### src/rtl/riscv_pkg.sv
// Shared RV32I definitions for the writeback stage.
//   XLEN / REG_ADDR_WIDTH : datapath and register-index widths
//   F3_*                  : load funct3 encodings
//   wb_state_t            : writeback FSM states
package riscv_pkg;

  localparam int XLEN           = 32;
  localparam int REG_ADDR_WIDTH = 5;

  localparam logic [2:0] F3_LB  = 3'b000;
  localparam logic [2:0] F3_LH  = 3'b001;
  localparam logic [2:0] F3_LW  = 3'b010;
  localparam logic [2:0] F3_LBU = 3'b100;
  localparam logic [2:0] F3_LHU = 3'b101;

  typedef enum logic [0:0] {
    IDLE      = 1'b0,
    WAIT_LOAD = 1'b1
  } wb_state_t;

endpackage

### src/rtl/load_formatter.sv
// Combinational load-data aligner / extender.
//   funct3 : load type (LB/LH/LW/LBU/LHU)
//   lsb    : low two bits of the byte address
//   rdata  : word-aligned memory read data
//   data   : aligned, sign/zero-extended result
//   fault  : misaligned access or illegal funct3
module load_formatter
  import riscv_pkg::*;
(
  input  logic [2:0]      funct3,
  input  logic [1:0]      lsb,
  input  logic [XLEN-1:0] rdata,
  output logic [XLEN-1:0] data,
  output logic            fault
);

  logic [XLEN-1:0] byte_sh;
  logic [XLEN-1:0] half_sh;
  logic [7:0]      byte_v;
  logic [15:0]     half_v;

  // Shift the addressed lane down to bit 0.
  assign byte_sh = rdata >> {lsb, 3'b000};
  assign half_sh = rdata >> {lsb[1], 4'b0000};
  assign byte_v  = byte_sh[7:0];
  assign half_v  = half_sh[15:0];

  always_comb begin
    data  = rdata;
    fault = 1'b0;
    case (funct3)
      F3_LB:  data = {{24{byte_v[7]}}, byte_v};
      F3_LBU: data = {24'b0, byte_v};
      F3_LH:  begin data = {{16{half_v[15]}}, half_v}; fault = lsb[0]; end
      F3_LHU: begin data = {16'b0, half_v};            fault = lsb[0]; end
      F3_LW:  fault = (lsb != 2'b00);
      default: fault = 1'b1;
    endcase
  end

endmodule

### src/rtl/writeback_stage.sv
// RV32I writeback stage: retires one instruction per handshake and drives
// the register-file write port. Loads wait for the memory response.
//   clk_i, reset_i             : clock, synchronous active-high reset
//   valid_i / ready_o          : handshake from the memory stage
//   rd_addr_i, rd_we_i         : destination register and write request
//   result_i                   : ALU / link result for non-loads
//   is_load_i, load_funct3_i,
//   addr_lsb_i                 : load descriptor
//   mem_rvalid_i, mem_rdata_i  : data-memory read response
//   rf_addr_o, rf_write_data_o,
//   rf_write_enable_o          : register-file write port (registered)
//   retire_o, load_fault_o     : one-cycle completion / fault pulses
module writeback_stage
  import riscv_pkg::*;
#(
  parameter int DATA_WIDTH     = 32,
  parameter int REG_ADDR_WIDTH = 5
) (
  input  logic                      clk_i,
  input  logic                      reset_i,
  input  logic                      valid_i,
  output logic                      ready_o,
  input  logic [REG_ADDR_WIDTH-1:0] rd_addr_i,
  input  logic                      rd_we_i,
  input  logic [DATA_WIDTH-1:0]     result_i,
  input  logic                      is_load_i,
  input  logic [2:0]                load_funct3_i,
  input  logic [1:0]                addr_lsb_i,
  input  logic                      mem_rvalid_i,
  input  logic [DATA_WIDTH-1:0]     mem_rdata_i,
  output logic [REG_ADDR_WIDTH-1:0] rf_addr_o,
  output logic [DATA_WIDTH-1:0]     rf_write_data_o,
  output logic                      rf_write_enable_o,
  output logic                      retire_o,
  output logic                      load_fault_o
);

  wb_state_t                 state;
  logic [REG_ADDR_WIDTH-1:0] cap_rd;
  logic                      cap_we;
  logic [2:0]                cap_funct3;
  logic [1:0]                cap_lsb;

  logic                      hs;
  logic [2:0]                fmt_funct3;
  logic [1:0]                fmt_lsb;
  logic [DATA_WIDTH-1:0]     fmt_data;
  logic                      fmt_fault;

  assign ready_o = (state == IDLE) && !reset_i;
  assign hs      = valid_i && ready_o;

  // One formatter serves both jobs: in IDLE it screens the incoming load
  // for faults, in WAIT_LOAD it formats the response with captured fields.
  assign fmt_funct3 = (state == IDLE) ? load_funct3_i : cap_funct3;
  assign fmt_lsb    = (state == IDLE) ? addr_lsb_i    : cap_lsb;

  load_formatter u_fmt (
    .funct3 (fmt_funct3),
    .lsb    (fmt_lsb),
    .rdata  (mem_rdata_i),
    .data   (fmt_data),
    .fault  (fmt_fault)
  );

  always_ff @(posedge clk_i) begin
    if (reset_i) begin
      state             <= IDLE;
      cap_rd            <= '0;
      cap_we            <= 1'b0;
      cap_funct3        <= '0;
      cap_lsb           <= '0;
      rf_addr_o         <= '0;
      rf_write_data_o   <= '0;
      rf_write_enable_o <= 1'b0;
      retire_o          <= 1'b0;
      load_fault_o      <= 1'b0;
    end else begin
      rf_write_enable_o <= 1'b0;
      retire_o          <= 1'b0;
      load_fault_o      <= 1'b0;
      case (state)
        IDLE: begin
          // mem_rvalid_i in IDLE is a stray response and is dropped.
          if (hs) begin
            if (!is_load_i) begin
              rf_addr_o         <= rd_addr_i;
              rf_write_data_o   <= result_i;
              rf_write_enable_o <= rd_we_i && (rd_addr_i != '0);
              retire_o          <= 1'b1;
            end else if (fmt_fault) begin
              load_fault_o <= 1'b1;
              retire_o     <= 1'b1;
            end else begin
              cap_rd     <= rd_addr_i;
              cap_we     <= rd_we_i;
              cap_funct3 <= load_funct3_i;
              cap_lsb    <= addr_lsb_i;
              state      <= WAIT_LOAD;
            end
          end
        end
        WAIT_LOAD: begin
          if (mem_rvalid_i) begin
            rf_addr_o         <= cap_rd;
            rf_write_data_o   <= fmt_data;
            rf_write_enable_o <= cap_we && (cap_rd != '0);
            retire_o          <= 1'b1;
            state             <= IDLE;
          end
        end
        default: state <= IDLE;
      endcase
    end
  end

endmodule

### config.mk
export PLATFORM = sky130hd
export DESIGN_NAME = writeback_stage
export DESIGN_NICKNAME = d
export VERILOG_FILES = /design/src/rtl/riscv_pkg.sv /design/src/rtl/load_formatter.sv /design/src/rtl/writeback_stage.sv
export SDC_FILE = /design/constraint.sdc
export NUM_CORES = 1
export LEC_CHECK = 0
export BUFFER_PORTS_ARGS = -buffer_cell sky130_fd_sc_hd__buf_2
export CAP_MARGIN = 20
export CORE_ASPECT_RATIO = 1.1
export CORE_UTILIZATION = 48
export CTS_CLUSTER_SIZE = 8
export DETAILED_ROUTE_END_ITERATION = 7
export GPL_TIMING_DRIVEN = 0
export PLACE_DENSITY = 0.88
export SYNTH_ARGS = -nofsm -noshare
export SYNTH_HDL_FRONTEND = slang
export SYNTH_SLANG_ARGS = --single-unit
### constraint.sdc
create_clock -name clk_i -period 2.3 [get_ports clk_i]
set_input_delay 0.23 -clock clk_i [delete_from_list [all_inputs] [get_ports clk_i]]
set_output_delay 0.23 -clock clk_i [all_outputs]
set_load 0.005 [all_outputs]
# Yosys cells after proc, flatten, opt, wreduce, memory -nomap -nowiden
# Cells that the tools add are included.
dict set report totals {
  latchBits 0
  word_cells 63
  output_inout_bits 41
  ramBits 0
  mem_count 0
  ff_bits 52
  in_bits 80
  rom_bits 0
}
dict set report classes {
  reduce_logical 14
  div 0
  bitwise_logic 4
  add_sub_neg 0
  n_eq_ne 7
  n_mux 26
  mul 0
  order_cmp 0
  n_shift 2
}
# cell count
set ops {}
lappend ops {{32-bit case mux with 4 select lines} 1}
lappend ops {{32-bit 2-to-1 mux} 3}
lappend ops {{32-bit case mux with 2 select lines} 1}
lappend ops {{32-bit by 5-bit >> shifter with 16-bit output} 1}
lappend ops {{32-bit by 5-bit >> shifter with 8-bit output} 1}
lappend ops {{5-bit 2-to-1 mux} 3}
lappend ops {{1-bit 2-to-1 mux} 11}
lappend ops {{5-bit case mux with 2 select lines} 1}
lappend ops {{5-bit nonzero test} 2}
lappend ops {{3-bit equality test, second input constant} 2}
lappend ops {{2-bit inequality test, second input constant} 3}
lappend ops {{1-bit case mux with 2 select lines} 3}
lappend ops {{1-bit logical AND} 4}
lappend ops {{1-bit inverter} 4}
lappend ops {{4-bit AND reduction} 1}
lappend ops {{2-bit OR reduction} 2}
lappend ops {{4-bit OR reduction} 1}
lappend ops {{3-bit by 1-bit equality test with 1-bit output, second input constant} 1}
lappend ops {{3-bit by 2-bit equality test with 1-bit output, second input constant} 1}
lappend ops {{3-bit logical NOT} 1}
lappend ops {{3-bit 2-to-1 mux} 1}
lappend ops {{1-bit case mux with 3 select lines} 1}
lappend ops {{3-bit AND reduction} 1}
lappend ops {{2-bit 2-to-1 mux} 1}
lappend ops {{other kinds (2)} 2}

# Logic depth before layout (Yosys ltp)
dict set report depth {
  word_depth 8
  ltp_mapped 9
  ltp_nobuf 5
}

# Cells and area by module
# Synthesis repeated with hierarchy kept, for this count alone.
dict set report hier_totals {
  hier_cells 361
  area_unflattened_um2 3350.7
}
# mod cells_per_inst instances seq_area_each_um2 area_per_inst_um2
set by_module_without_submodules {}
lappend by_module_without_submodules {writeback_stage 250 1 1041.0 2612.5}
lappend by_module_without_submodules {load_formatter 111 1 0.0 738.2}

# Least setup slack after synthesis
# Ideal clock, no wire load.
dict set report synth_path {
  path_kind {register to register}
  start {reg state}
  end {reg rf_write_data_o[1]}
  slack_ps 351
  arrival_ps 1814
  n_path_buf 2
  path_stages_with_launch 7
  setup_time_ps 135
  period_less_slack_ps 1949
  cell_sequence {dfxtp_1 -> buf_6 -> mux2i_1 -> buf_4 -> mux4_2 -> a221oi_1 -> nor4_1}
}
dict set report synth_via {
  elab_chain_cells 5
  word_cells_on_any_way 18
  cone_classes {eq/ne (6); shift (2); mux (5); bitwise (1); reduce/logical (4)}
}
# element line
set synth_rtl {}
lappend synth_rtl {{start: declaration} writeback_stage.sv:38} ;# wb_state_t state;
lappend synth_rtl {{start signal: assignment} writeback_stage.sv:68} ;# state <= IDLE;
lappend synth_rtl {{start signal: assignment} writeback_stage.sv:99} ;# state <= WAIT_LOAD;
lappend synth_rtl {{start signal: assignment} writeback_stage.sv:109} ;# state <= IDLE;
lappend synth_rtl {{2-bit 2-to-1 mux, or another cell as far along} writeback_stage.sv:56} ;# assign fmt_lsb = (state == IDLE) ? addr_lsb_i : cap_lsb;
lappend synth_rtl {{32-bit by 5-bit >> shifter with 16-bit output, or another cell as far along} load_formatter.sv:24} ;# assign half_sh = rdata >> {lsb[1], 4'b0000};
lappend synth_rtl {{32-bit case mux with 4 select lines / 1-bit logical AND (equally long branches)} {load_formatter.sv:31, writeback_stage.sv:51}}
lappend synth_rtl {{32-bit 2-to-1 mux / 2-bit inequality test (equally long branches)} n/a}
lappend synth_rtl {{32-bit case mux with 2 select lines / 3-bit AND reduction (equally long branches)} n/a}
lappend synth_rtl {{end signal: assignment} writeback_stage.sv:88} ;# rf_write_data_o <= result_i;
lappend synth_rtl {{end signal: assignment} writeback_stage.sv:106} ;# rf_write_data_o <= fmt_data;
lappend synth_rtl {{end: declaration} writeback_stage.sv:32} ;# output logic [DATA_WIDTH-1:0] rf_write_data_o,
# Parallel ways exist; a longest one is shown, timed or not. The select of a mux whose other input is x is not followed.
# A chain may end at the register's enable or synchronous reset.

# Worst setup path in the final report
dict set report layout_path {
  start {reg state}
  end {reg rf_write_data_o[0]}
}
# The elaborated chain is that of the path after synthesis.

==> reports/qor.yml <==
synth_ff_type: "dfxtp_1"
rr_worst_depth: 6
synth_top_area_cell: "dfxtp_1"
p_leak_uw: 0.00157
n_antenna_cell: 0
hold_class: "in2reg"
stdcell_count: 535
fp.dieW_um: 74.6
synth_seq_cells: 52
grt_max_degree: 17
finalHoldViolCount: 0
layout.nets: 539
finalWirelength_um: 9080
io_pins: 121
cts_buffer_depth: 2
worst-setup-path-type: "reg2reg"
critPathArrivalTime_ns: 2.41
synth_nets: 412
crit_slowest_cell: "mux2i_2"
slew_headroom: 0.617
ys_async_sr_fraction: 0
antenna_found_initial: 0
start_util: 0.507
drtIter0Drc: 347
holdWs_ns: 0.110
fin_crit_ns: 2.22
netlist_instances: 332
slew_violations: 0
ant_nets: 0
yosys_warnings: 0
worstPathMaxFanout: 10
grtUsageTotal: 0.291
path_cells: "buf_6 > mux2i_2 > buf_4 > mux4_2 > a221oi_1 > nor4_1"
globalplace.congestion: 0.906
final_cell_area_sq_um: 3640
syn_to_final_growth_pct: 30.7
cts_made_buffers: 5
cts_tree: "built"
synth_edf_count: 0
path_depth: 6
rows: 28
htree_levels: 2
dr.pass1.iters: 6
clk_latency_ns: 0.32
worst_pin_slew_ns: 0.570
die_h_um: 81.9
pwr-share-clk: 0.333
intPower_uw: 1470
num_vias: 3231
switching_share: 0.273
endpoint_kind: "register"
switchingPower_uw: 550
worstPathRequired_ns: 2.50
grt_pass1_vias: 2852
max_stage_delay_ns: 0.51
ys_types: 34
combPwrFrac: 0.191
hold_path_depth: 2
grt_overflow: 0
coreArea_sq_um: 5500
critical_path.top_delay_family: "multiplexers"
postLayoutCoreUtil: 0.662
clock_skew_ns: 0.0133
dieArea_sq_um: 6110
placed_cell_area_sq_um: 3480
cts-root-buf: "clkbuf_8"
dpl.cell_count: 526
wire_per_inst_um: 17.0
cap_violations: 0
p_seq_frac: 0.476
max_freq_mhz: 451
status: "finished, final reports clean"
grt_pass1_wl_um: 13600
clkSinkCount: 52
p_total_uw: 2020
cp.buffers_inverters: 2
drive_above_1_share: 0.343
vias_per_cell: 6.04
port_buffers: 119
synth_top_area_frac: 0.374
syn-cell-area_sq_um: 2790
synth_area_per_cell_sq_um: 8.39
cellPowerDensity_nw_per_um2: 554
clk_pin_slew_ns: 0.10
synth_area_leaders: "dfxtp_1 37%, mux2i_1 12%, nor2_1 6.7%, a221oi_1 5.7%, nand2_1 5.7%"
startpoint_type: "register"
ir_drop_mv: 0.442
drcViolationCount: 0
cts_hold_buf: 0
fin_crit_sh: 0.965
setup_viol: 0
dp_hpwl_um: 6630
yosysSeqAreaShare: 0.374
==> synth_stat cells, drive strengths merged (4+ instances only) <==
master and count:
nor2 50, buf 14, a211oi 16, o22ai 6
clkbuf 13, o21ai 24, inv 4, o221ai 7
nand2 42, dfxtp 52, a221oi 20, a21oi 24
mux2i 34
==> flip-flops by register name, indices dropped and copies added, names as in the netlist, 2 cells and up <==
signal,flops
cap_lsb,2
cap_funct3,3
rf_write_data_o,32
cap_rd,5
rf_addr_o,5
==> worst register-to-register path: stages, from the launching register on <==
cell and delay, ns:
dfxtp_1 0.37, buf_6 0.17, mux2i_2 0.51, buf_4 0.28
mux4_2 0.33, a221oi_1 0.39, nor4_1 0.08
==> kinds of logic (layout without fill, tap and decap cells) <==
family / Yosys count / after routing / share of synthesized area
simple gates: 108 / 108 / 0.169
compound gates: 103 / 103 / 0.254
flops: 52 / 52 / 0.374
mux: 37 / 37 / 0.142
buf+inv: 32 / 160 / 0.0606
==> stage by stage <==
| step | setup WS (ns) | setup TNS, ns |
|---|---|---|
| final | 0.0815 | 0 |
| after global routing | -0.0134 | -0.0146 |
| after CTS | 0.00324 | 0 |
| after detailed placement | 0.0248 | 0 |
| after global placement | 0.0307 | 0 |
| after floorplan | 0.351 | 0 |
==> timing repair <==
| action | 4_1_cts | 5_1_grt |
|---|---|---|
| buffers inserted | 0 | 1 |
| endpoints found under the hold margin | 0 | 0 |
| gates resized for setup | 0 | 9 |
| endpoints found under the setup margin | 0 | 28 |
==> placed cells by master, fill, tap and decap left out, drive strengths merged, types with 2 or more instances in the layout <==
master,instances
a21oi,24
mux4,2
nand2,42
a221oi,20
nor2,50
o21ai,24
clkbuf,21
inv,4
dfxtp,52
o221ai,7
o2111ai,2
o211ai,2
mux2i,34
a211o,2
nor4,3
nor3b,3
a211oi,16
clkinv,2
buf,132
or4,2
nor3,3
o22ai,6
==> area by class of cell <==
class | count | area [sq um]
multi-input cells | 248 | 1610
clock buffers | 6 | 82.6
inverters | 5 | 18.8
flip-flops and latches | 52 | 1040
well taps | 75 | 93.8
clock inverters | 2 | 38.8
repair buffers | 120 | 603
plain buffers | 27 | 153
fillers | 457 | 1860
==> routing by layer <==
layer | vias to the layer above | track usage | routed length (um)
met2 | 233 | 0.473 | 4200
met5 | - | 0 | 0
li1 | 1480 | - | -
met1 | 1480 | 0.374 | 3630
met3 | 38 | 0.0528 | 905
met4 | 0 | 0.132 | 348
==> final timing paths <==
kind / slack, ns / to / startpoint
max: 0.08 / rf_write_data_o[0] / state
min: 0.11 / rf_write_data_o[0] / reset_i
max reg2reg: 0.08 / rf_write_data_o[0] / state
min reg2reg: 0.47 / rf_write_data_o[26] / rf_write_data_o[26]
==> power groups by stage <==
stage | registers [uW] | logic [uW] | clock network (uW)
floorplan | 981 | 195 | 0
global placement | 978 | 357 | 0
detailed placement | 979 | 364 | 0
CTS | 959 | 367 | 671
global route | 963 | 416 | 712
finish | 960 | 385 | 672
Power figures use the tool's default switching activity.
